$ cat src/rtl/rs232_fifo_pkg.sv
// Register map and bit positions shared by the buffered rs232 peripheral.
// Used by rs232_fifo_periph; the irq mask bits apply only with RS232_FIFO_IRQ_EN.
package rs232_fifo_pkg;

  localparam logic [2:0] AddrStatus  = 3'd0;
  localparam logic [2:0] AddrRxData  = 3'd1;
  localparam logic [2:0] AddrRxCount = 3'd2;
  localparam logic [2:0] AddrTsc     = 3'd3;
  localparam logic [2:0] AddrTxCount = 3'd4;
  localparam logic [2:0] AddrIrqMask = 3'd5;

  localparam int unsigned StTxFull     = 0;
  localparam int unsigned StRxNonempty = 1;
  localparam int unsigned StRxOverrun  = 2;
  localparam int unsigned StTxDrop     = 3;

  localparam int unsigned MaskRxNonempty = 0;
  localparam int unsigned MaskTxEmpty    = 1;
  localparam int unsigned MaskRxOverrun  = 2;

endpackage

$ cat src/rtl/sync_fifo.sv
// Single-clock FIFO with first-word fall-through head. A pop on empty is ignored;
// a push on full is accepted only when a pop frees a slot in the same cycle.
module sync_fifo #(
  parameter int unsigned WIDTH      = 8,
  parameter int unsigned DEPTH_LOG2 = 4
) (
  input  logic                  clock,
  input  logic                  rst,
  input  logic                  push,
  input  logic                  pop,
  input  logic [WIDTH-1:0]      wdata,
  output logic [WIDTH-1:0]      rdata,
  output logic                  full,
  output logic                  empty,
  output logic [DEPTH_LOG2:0]   count
);

  localparam int unsigned Depth = 2 ** DEPTH_LOG2;

  logic [WIDTH-1:0]      mem [Depth];
  logic [DEPTH_LOG2-1:0] rd_ptr_q, wr_ptr_q;
  logic [DEPTH_LOG2:0]   count_q;
  logic                  do_push, do_pop;

  assign empty   = (count_q == '0);
  assign full    = (count_q == (DEPTH_LOG2 + 1)'(Depth));
  assign do_pop  = pop && !empty;
  assign do_push = push && (!full || do_pop);
  assign rdata   = mem[rd_ptr_q];
  assign count   = count_q;

  always_ff @(posedge clock) begin
    if (rst) begin
      rd_ptr_q <= '0;
      wr_ptr_q <= '0;
      count_q  <= '0;
    end else begin
      if (do_push) wr_ptr_q <= wr_ptr_q + 1'b1;
      if (do_pop)  rd_ptr_q <= rd_ptr_q + 1'b1;
      count_q <= count_q + {{DEPTH_LOG2{1'b0}}, do_push} - {{DEPTH_LOG2{1'b0}}, do_pop};
    end
  end

  always_ff @(posedge clock) begin
    if (do_push) mem[wr_ptr_q] <= wdata;
  end

endmodule

$ cat src/rtl/rs232_fifo_periph.sv
// Buffered rs232 peripheral: RX/TX FIFOs, sticky error flags, counts and a timestamp counter.
// Define RS232_FIFO_IRQ_EN to build the irq mask register and registered interrupt.
module rs232_fifo_periph
  import rs232_fifo_pkg::*;
#(
  parameter int unsigned RX_DEPTH_LOG2 = 4,
  parameter int unsigned TX_DEPTH_LOG2 = 4
) (
  input  logic        clock,
  input  logic        rst,
  input  logic [2:0]  peri_address,
  input  logic        peri_read,
  input  logic        peri_write,
  input  logic [31:0] peri_writedata,
  output logic [31:0] peri_readdata,
  output logic        peri_readdatavalid,
  input  logic        rs232in_attention,
  input  logic [7:0]  rs232in_data,
  input  logic        rs232out_busy,
  output logic        rs232out_w,
  output logic [7:0]  rs232out_d,
  output logic        irq
);

  logic [7:0]             rx_head, tx_head;
  logic                   rx_full, rx_empty, tx_full, tx_empty;
  logic [RX_DEPTH_LOG2:0] rx_count;
  logic [TX_DEPTH_LOG2:0] tx_count;
  logic                   rx_pop, tx_push, tx_pop, status_rd;
  logic                   rx_overrun_q, tx_drop_q, strobe_q;
  logic [31:0]            tsc_q, readdata_q, read_mux, mask_rd;
  logic                   readdatavalid_q;
  logic                   unused_wdata;

  assign unused_wdata = ^peri_writedata[31:8];

  assign rx_pop    = peri_read && (peri_address == AddrRxData) && !rx_empty;
  assign status_rd = peri_read && (peri_address == AddrStatus);
  assign tx_push   = peri_write && (peri_address == AddrStatus);
  // Holdoff after each strobe covers the serialiser's one-cycle busy latency.
  assign tx_pop    = !rst && !tx_empty && !rs232out_busy && !strobe_q;

  sync_fifo #(.WIDTH(8), .DEPTH_LOG2(RX_DEPTH_LOG2)) u_rx_fifo (
    .clock (clock),
    .rst   (rst),
    .push  (rs232in_attention),
    .pop   (rx_pop),
    .wdata (rs232in_data),
    .rdata (rx_head),
    .full  (rx_full),
    .empty (rx_empty),
    .count (rx_count)
  );

  sync_fifo #(.WIDTH(8), .DEPTH_LOG2(TX_DEPTH_LOG2)) u_tx_fifo (
    .clock (clock),
    .rst   (rst),
    .push  (tx_push),
    .pop   (tx_pop),
    .wdata (peri_writedata[7:0]),
    .rdata (tx_head),
    .full  (tx_full),
    .empty (tx_empty),
    .count (tx_count)
  );

  assign rs232out_w = tx_pop;
  assign rs232out_d = tx_pop ? tx_head : 8'h00;

  always_comb begin
    read_mux = '0;
    case (peri_address)
      AddrStatus: begin
        read_mux[StTxDrop]     = tx_drop_q;
        read_mux[StRxOverrun]  = rx_overrun_q;
        read_mux[StRxNonempty] = !rx_empty;
        read_mux[StTxFull]     = tx_full;
      end
      AddrRxData:  read_mux[7:0] = rx_empty ? 8'h00 : rx_head;
      AddrRxCount: read_mux = 32'(rx_count);
      AddrTsc:     read_mux = tsc_q;
      AddrTxCount: read_mux = 32'(tx_count);
      AddrIrqMask: read_mux = mask_rd;
      default:     read_mux = '0;
    endcase
  end

  always_ff @(posedge clock) begin
    if (rst) begin
      readdata_q      <= '0;
      readdatavalid_q <= 1'b0;
      rx_overrun_q    <= 1'b0;
      tx_drop_q       <= 1'b0;
      strobe_q        <= 1'b0;
      tsc_q           <= '0;
    end else begin
      if (peri_read) readdata_q <= read_mux;
      readdatavalid_q <= peri_read;
      // A new error event in the clearing cycle keeps its flag set.
      rx_overrun_q <= (rx_overrun_q && !status_rd) || (rs232in_attention && rx_full && !rx_pop);
      tx_drop_q    <= (tx_drop_q && !status_rd) || (tx_push && tx_full && !tx_pop);
      strobe_q     <= tx_pop;
      tsc_q        <= tsc_q + 32'd1;
    end
  end

  assign peri_readdata      = readdata_q;
  assign peri_readdatavalid = readdatavalid_q;

`ifdef RS232_FIFO_IRQ_EN
  logic [2:0] mask_q, irq_src;
  logic       irq_q;

  always_comb begin
    irq_src                 = '0;
    irq_src[MaskRxNonempty] = !rx_empty;
    irq_src[MaskTxEmpty]    = tx_empty;
    irq_src[MaskRxOverrun]  = rx_overrun_q;
  end

  always_ff @(posedge clock) begin
    if (rst) begin
      mask_q <= '0;
      irq_q  <= 1'b0;
    end else begin
      if (peri_write && (peri_address == AddrIrqMask)) mask_q <= peri_writedata[2:0];
      irq_q <= |(mask_q & irq_src);
    end
  end

  assign mask_rd = {29'd0, mask_q};
  assign irq     = irq_q;
`else
  assign mask_rd = '0;
  assign irq     = 1'b0;
`endif

endmodule

$ cat config.mk
export PLATFORM = sky130hd
export DESIGN_NAME = rs232_fifo_periph
export DESIGN_NICKNAME = d
export VERILOG_FILES = /design/src/rtl/rs232_fifo_pkg.sv /design/src/rtl/sync_fifo.sv /design/src/rtl/rs232_fifo_periph.sv
export SDC_FILE = /design/constraint.sdc
export NUM_CORES = 1
export LEC_CHECK = 0
export ABC_AREA = 1
export BUFFER_PORTS_ARGS = -buffer_cell sky130_fd_sc_hd__buf_2
export CORE_UTILIZATION = 30
export CTS_BUF_LIST = sky130_fd_sc_hd__clkbuf_2 sky130_fd_sc_hd__clkbuf_4 sky130_fd_sc_hd__clkbuf_8
export CTS_CLUSTER_DIAMETER = 100
export DETAILED_ROUTE_END_ITERATION = 8
export GPL_ROUTABILITY_DRIVEN = 0
export HOLD_SLACK_MARGIN = 0.12
export PLACE_DENSITY = 0.48
export SETUP_SLACK_MARGIN = 0.5
export SYNTH_ARGS = -nofsm -noshare
export SYNTH_HDL_FRONTEND = slang
export SYNTH_SLANG_ARGS = --single-unit
$ cat constraint.sdc
create_clock -name clock -period 2.4 [get_ports clock]
set_input_delay 0.12 -clock clock [delete_from_list [all_inputs] [get_ports clock]]
set_output_delay 0.12 -clock clock [all_outputs]
set_load 0.02 [all_outputs]
==> results.txt <==
The total overflow left after global routing is 0. The leakage power of the design is around 7 nW. The wire length of the first global-routing pass came out at between 60,000 and 70,000 um. The setup check on the worst reg-to-reg path leaves a slack of 0.19 ns. The worst hold path terminates at u_tx_fifo.count[0].

The number of placement rows came out at 82. The count of cell types in the netlist is 47. The number of global-route vias before repair is 11,100.

The final routed wire length divided by cell count came out at about 17 um. Of the available clock period, the critical path in the final layout requires 0.944. The cell depth of the worst flop-to-flop path is 16. For this design, the sink count on the clock tree is ~360. The antenna violation net count after detailed routing came out at 0. The layout net count came out at approximately 1,700. The number of detailed-routing iterations run before antenna repair is 7.

The longest clock path from root to sink contains 3 buffers. The initial antenna violation count came out at 1. The kind of start point of the critical path is a flop. The flow ran to the end, and the final reports show no timing, DRC or antenna violations. The arrival time reported for the critical path endpoint came out at 2.15 ns. The clock-pin slew of the registers on the worst-case setup and hold paths is approximately 0.050 ns. The maximum number of pins on one net before global-route repair came out at between 60 and 70.

The area of all sequential standard cells came out at around 9700 um^2. The synthesized design contains between 200 and 300 enable-type register cells. The clock network power share came out at 0.370. The number of I/O pins is approximately 90. The clock tree from TritonCTS is yes. The post-synthesis instance area came out at 15,200 um^2.

The internal power of the cells totals roughly 12 mW. Synthesis produced a netlist whose cell count is around 1,500. The placeable core area came out at roughly 50,000 um^2. The reg-to-reg critical path endpoint is u_rx_fifo.count[4]. In this run the critical register-to-register path is launched from u_rx_fifo.count[2]. The maximum net fanout on the critical path came out at 6.

The count of filler cells inserted in the layout came out at between 4,000 and 5,000. The relative contribution of sequential cells to total power is 0.426. In the synthesized netlist the async set-or-reset flop fraction comes to 0. The share of cells above drive strength 1 came out at 0.237. The length of routed wiring on met1 came out at around 19,000 um. In this run the worst hold path is classified as in -> reg.

Counting I/O delays and the setup requirement, the final critical path takes roughly 2.3 ns. The total of hold buffers inserted after clock tree synthesis came out at 27. The type of element capturing the critical path is an output pin. The top routing layer in use is met4. The overall via count from detail_route is approximately 11,000. The required time at the endpoint of the critical path is between 2 and 2.5 ns.

For this run, the leading register cell type out of synthesis is sky130_fd_sc_hd__edfxtp_1. The origin of the worst min-delay path is rs232out_busy. The power spent charging and discharging nets came out at about 4.7 mW. The switching share of power is 0.287. Summed over all nets, the half-perimeter wirelength after detailed placement is 24,600 um. Setup repair after global routing could not meet its margin everywhere.

The final routed DRC violation total is 0. The flip-flop and latch count after synthesis came out at between 300 and 400. Detailed routing placed a total of around 1800 um of wire on met3. The hold-critical path depth is 6.

The multi-input combinational cells in the finished layout cover a total of between 5000 and 6000 um^2. The highest achievable clock rate came out at ~440 MHz. The full die area came out at a little over 50,000 um^2. The number of DRC markers after the initial detailed-route iteration is 698. The worst-case hold slack came out at between 0.07 and 0.08 ns. The tool flagged a number of max-cap violations equal to 0. The number of buffers inserted by port buffering came out at 66.

A synthesized cell averages roughly 10 um^2. The critical path class is reg -> out. The warning count from the yosys run came out at 0. The total wire length after detailed routing came out at 41,200 um. The transition time at the pin with the least slew margin came out at 0.531 ns. The layout overhead on the synthesized area is 27.6%. From left edge to right edge, the die measures 227 um. From bottom edge to top edge, the die measures approximately 230 um. The power density of the placed cells is approximately 850 nW/um^2. The detailed route wirelength on metal2 came out at slightly below 20,000 um. The total CTS buffers came out at 66. In the global route stage, overall resource usage came out at 0.163. The number of pins with negative max-slew slack in the final report is 0. The synthesized netlist net count came out at about 1,600. The final setup violation count is 0. The root buffer cell chosen for the clock tree is sky130_fd_sc_hd__clkbuf_8. The final clock skew is between 0.03 and 0.04 ns. For this configuration, the core starts out at a cell density of 0.303.

The later-pin clock latency in the skew report is approximately 0.63 ns. The peak supply drop came out at about 0.00036 V. The share of total power dissipated in combinational logic is 0.204. The worst pin sits at a relative slew slack of 0.645. The via count normalized by instance count is 4.65. The final count of hold timing violations came out at 0. For this run, the register share of the synthesized area comes to 0.642.

The H-tree was split into 3 levels. The overall power consumption is between 15 and 20 mW.
[power groups by stage]
stage          sequential, mW  clock (mW)  combinational (mW)
2_1_floorplan            7.11           0                1.57
3_3_place_gp             7.09           0                2.31
3_5_place_dp             7.09           0                2.31
4_1_cts                  6.97        6.25                3.04
5_1_grt                  7.00        6.49                3.65
6_report                 6.98        6.07                3.35
[registers in the layout, indices dropped and copies added (netlist names), named ones only]
signal / count
peri_readdata: 32
u_rx_fifo.rd_ptr_q: 4
u_tx_fifo.mem: 128
peri_readdatavalid: 1
tx_drop_q: 1
u_tx_fifo.rd_ptr_q: 4
tsc_q: 32
strobe_q: 1
u_tx_fifo.wr_ptr_q: 4
u_rx_fifo.wr_ptr_q: 4
u_tx_fifo.count: 5
u_rx_fifo.count: 5
u_rx_fifo.mem: 128
rx_overrun_q: 1
[cells in the final DEF (no fill, tap or decap), types with 10 or more instances in the layout]
cell / Yosys / layout
sky130_fd_sc_hd__edfxtp_1: 256 / 256
sky130_fd_sc_hd__clkbuf_8: 0 / 75
sky130_fd_sc_hd__nand3_2: 3 / 10
sky130_fd_sc_hd__nand3_1: 166 / 158
sky130_fd_sc_hd__nand2_2: 11 / 12
sky130_fd_sc_hd__dfxtp_1: 102 / 93
sky130_fd_sc_hd__o21ai_0: 48 / 41
sky130_fd_sc_hd__a21oi_1: 119 / 106
sky130_fd_sc_hd__ha_1: 22 / 15
sky130_fd_sc_hd__buf_2: 26 / 57
sky130_fd_sc_hd__buf_6: 0 / 17
sky130_fd_sc_hd__a21oi_2: 0 / 13
sky130_fd_sc_hd__inv_1: 105 / 95
sky130_fd_sc_hd__nand4_1: 10 / 10
sky130_fd_sc_hd__clkinv_1: 0 / 13
sky130_fd_sc_hd__buf_4: 4 / 50
sky130_fd_sc_hd__nor2_1: 91 / 64
sky130_fd_sc_hd__clkbuf_4: 0 / 14
sky130_fd_sc_hd__nor2_4: 3 / 29
sky130_fd_sc_hd__dlygate4sd3_1: 0 / 26
sky130_fd_sc_hd__nor3_1: 16 / 14
sky130_fd_sc_hd__inv_2: 16 / 20
sky130_fd_sc_hd__nand2_1: 385 / 372
[Yosys cell counts (2+ instances only)]
cell type,count,area share
sky130_fd_sc_hd__nand3_2,3,0.0020
sky130_fd_sc_hd__or2_0,4,0.0017
sky130_fd_sc_hd__dfxtp_1,102,0.13
sky130_fd_sc_hd__o21ai_1,5,0.0017
sky130_fd_sc_hd__nand2_2,11,0.0045
sky130_fd_sc_hd__inv_1,105,0.026
sky130_fd_sc_hd__xnor2_1,5,0.0029
sky130_fd_sc_hd__nor2_2,5,0.0021
sky130_fd_sc_hd__a31oi_1,4,0.0017
sky130_fd_sc_hd__nand3_1,166,0.055
sky130_fd_sc_hd__nor3_1,16,0.0053
sky130_fd_sc_hd__a221oi_1,8,0.0046
sky130_fd_sc_hd__ha_1,22,0.018
sky130_fd_sc_hd__buf_1,4,0.00099
sky130_fd_sc_hd__nor2_1,91,0.023
sky130_fd_sc_hd__or2_2,2,0.00083
sky130_fd_sc_hd__nor4_1,2,0.00083
sky130_fd_sc_hd__fa_1,2,0.0026
sky130_fd_sc_hd__a211oi_1,4,0.0020
sky130_fd_sc_hd__o22ai_1,3,0.0012
sky130_fd_sc_hd__o21ai_0,48,0.016
sky130_fd_sc_hd__buf_4,4,0.0020
sky130_fd_sc_hd__nor3_2,3,0.0020
sky130_fd_sc_hd__edfxtp_1,256,0.51
sky130_fd_sc_hd__buf_2,26,0.0086
sky130_fd_sc_hd__inv_2,16,0.0040
sky130_fd_sc_hd__xor2_1,6,0.0035
sky130_fd_sc_hd__a21oi_1,119,0.039
sky130_fd_sc_hd__a22oi_1,12,0.0059
sky130_fd_sc_hd__nand2_1,385,0.095
sky130_fd_sc_hd__nor2_4,3,0.0022
sky130_fd_sc_hd__clkbuf_1,35,0.0087
sky130_fd_sc_hd__nand4_1,10,0.0041
sky130_fd_sc_hd__nor3_4,2,0.0021
sky130_fd_sc_hd__nor3b_2,2,0.0017
[final cells by class]
cell class,count,share of cell area
Tap cell,672,0.0435
Inverter,122,0.0254
Clock inverter,28,0.0114
Timing Repair Buffer,173,0.0832
Multi-Input combinational cell,953,0.274
Clock buffer,89,0.0588
Antenna cell,1,0.000129
Sequential cell,358,0.504
[logic make-up after synthesis]
group                    after synthesis  share of synthesized area
AO/OA/AOI/OAI                        207                     0.0745
XOR/XNOR                              11                    0.00635
adder cells (fa/ha/maj)               24                     0.0208
buffers and inverters                192                     0.0509
flip-flops                           358                      0.642
other                                  1                   0.000247
AND/OR/NAND/NOR                      710                      0.206
[through the flow]
step	instance area [um^2]	util	TNS, ns	std cells	setup WS [ns]
after global routing	19300	0.387	-0.0123	2396	-0.0123
after global placement	16500	0.330	0	2207	0.100
final	19300	0.387	0	2396	0.133
after floorplan	15300	-	0	1503	0.196
after detailed placement	16500	0.330	0	2207	0.113
after CTS	19000	0.380	0	2386	0.0596
[per-layer routing]
layer / vias up / global-route usage
met5: - / 0
met4: 0 / 0.0615
met3: 71 / 0.0328
met2: 235 / 0.267
met1: 5338 / 0.211
li1: 5501 / -
[worst max path at each step]
stage	startpoint	endpoint	slack, ns	cells after the start
after floorplan	u_rx_fifo.count[3]	u_rx_fifo.count[4]	0.20	16
after global placement	u_rx_fifo.count[3]	u_rx_fifo.count[4]	0.10	16
after detailed placement	u_rx_fifo.count[2]	u_rx_fifo.count[4]	0.11	16
after CTS	flop	rs232out_d[4]	0.06	10
after global routing	flop	rs232out_d[6]	-0.01	10
final	flop	rs232out_d[4]	0.13	10
[critical path, stage by stage, from the launching register on]
cell and delay (ns):
sky130_fd_sc_hd__dfxtp_4 0.41, sky130_fd_sc_hd__buf_12 0.13, sky130_fd_sc_hd__buf_8 0.11, sky130_fd_sc_hd__buf_16 0.12, sky130_fd_sc_hd__nand2_1 0.06, sky130_fd_sc_hd__nand3_2 0.08
sky130_fd_sc_hd__nand3_2 0.08, sky130_fd_sc_hd__nand3_1 0.08, sky130_fd_sc_hd__nand2_1 0.09, sky130_fd_sc_hd__a31oi_1 0.19, sky130_fd_sc_hd__buf_4 0.18
[repair_timing]
| action | in CTS | in global routing |
|---|---|---|
| buffers inserted | 27 | 8 |
| hold endpoints to repair | 306 | 1 |
| pin swaps | 27 | 28 |
| gates cloned | 8 | 1 |
| gates resized for setup | 101 | 71 |
| endpoints found under the setup margin | 193 | 232 |
Note: power is estimated with default switching activity, not from simulation.
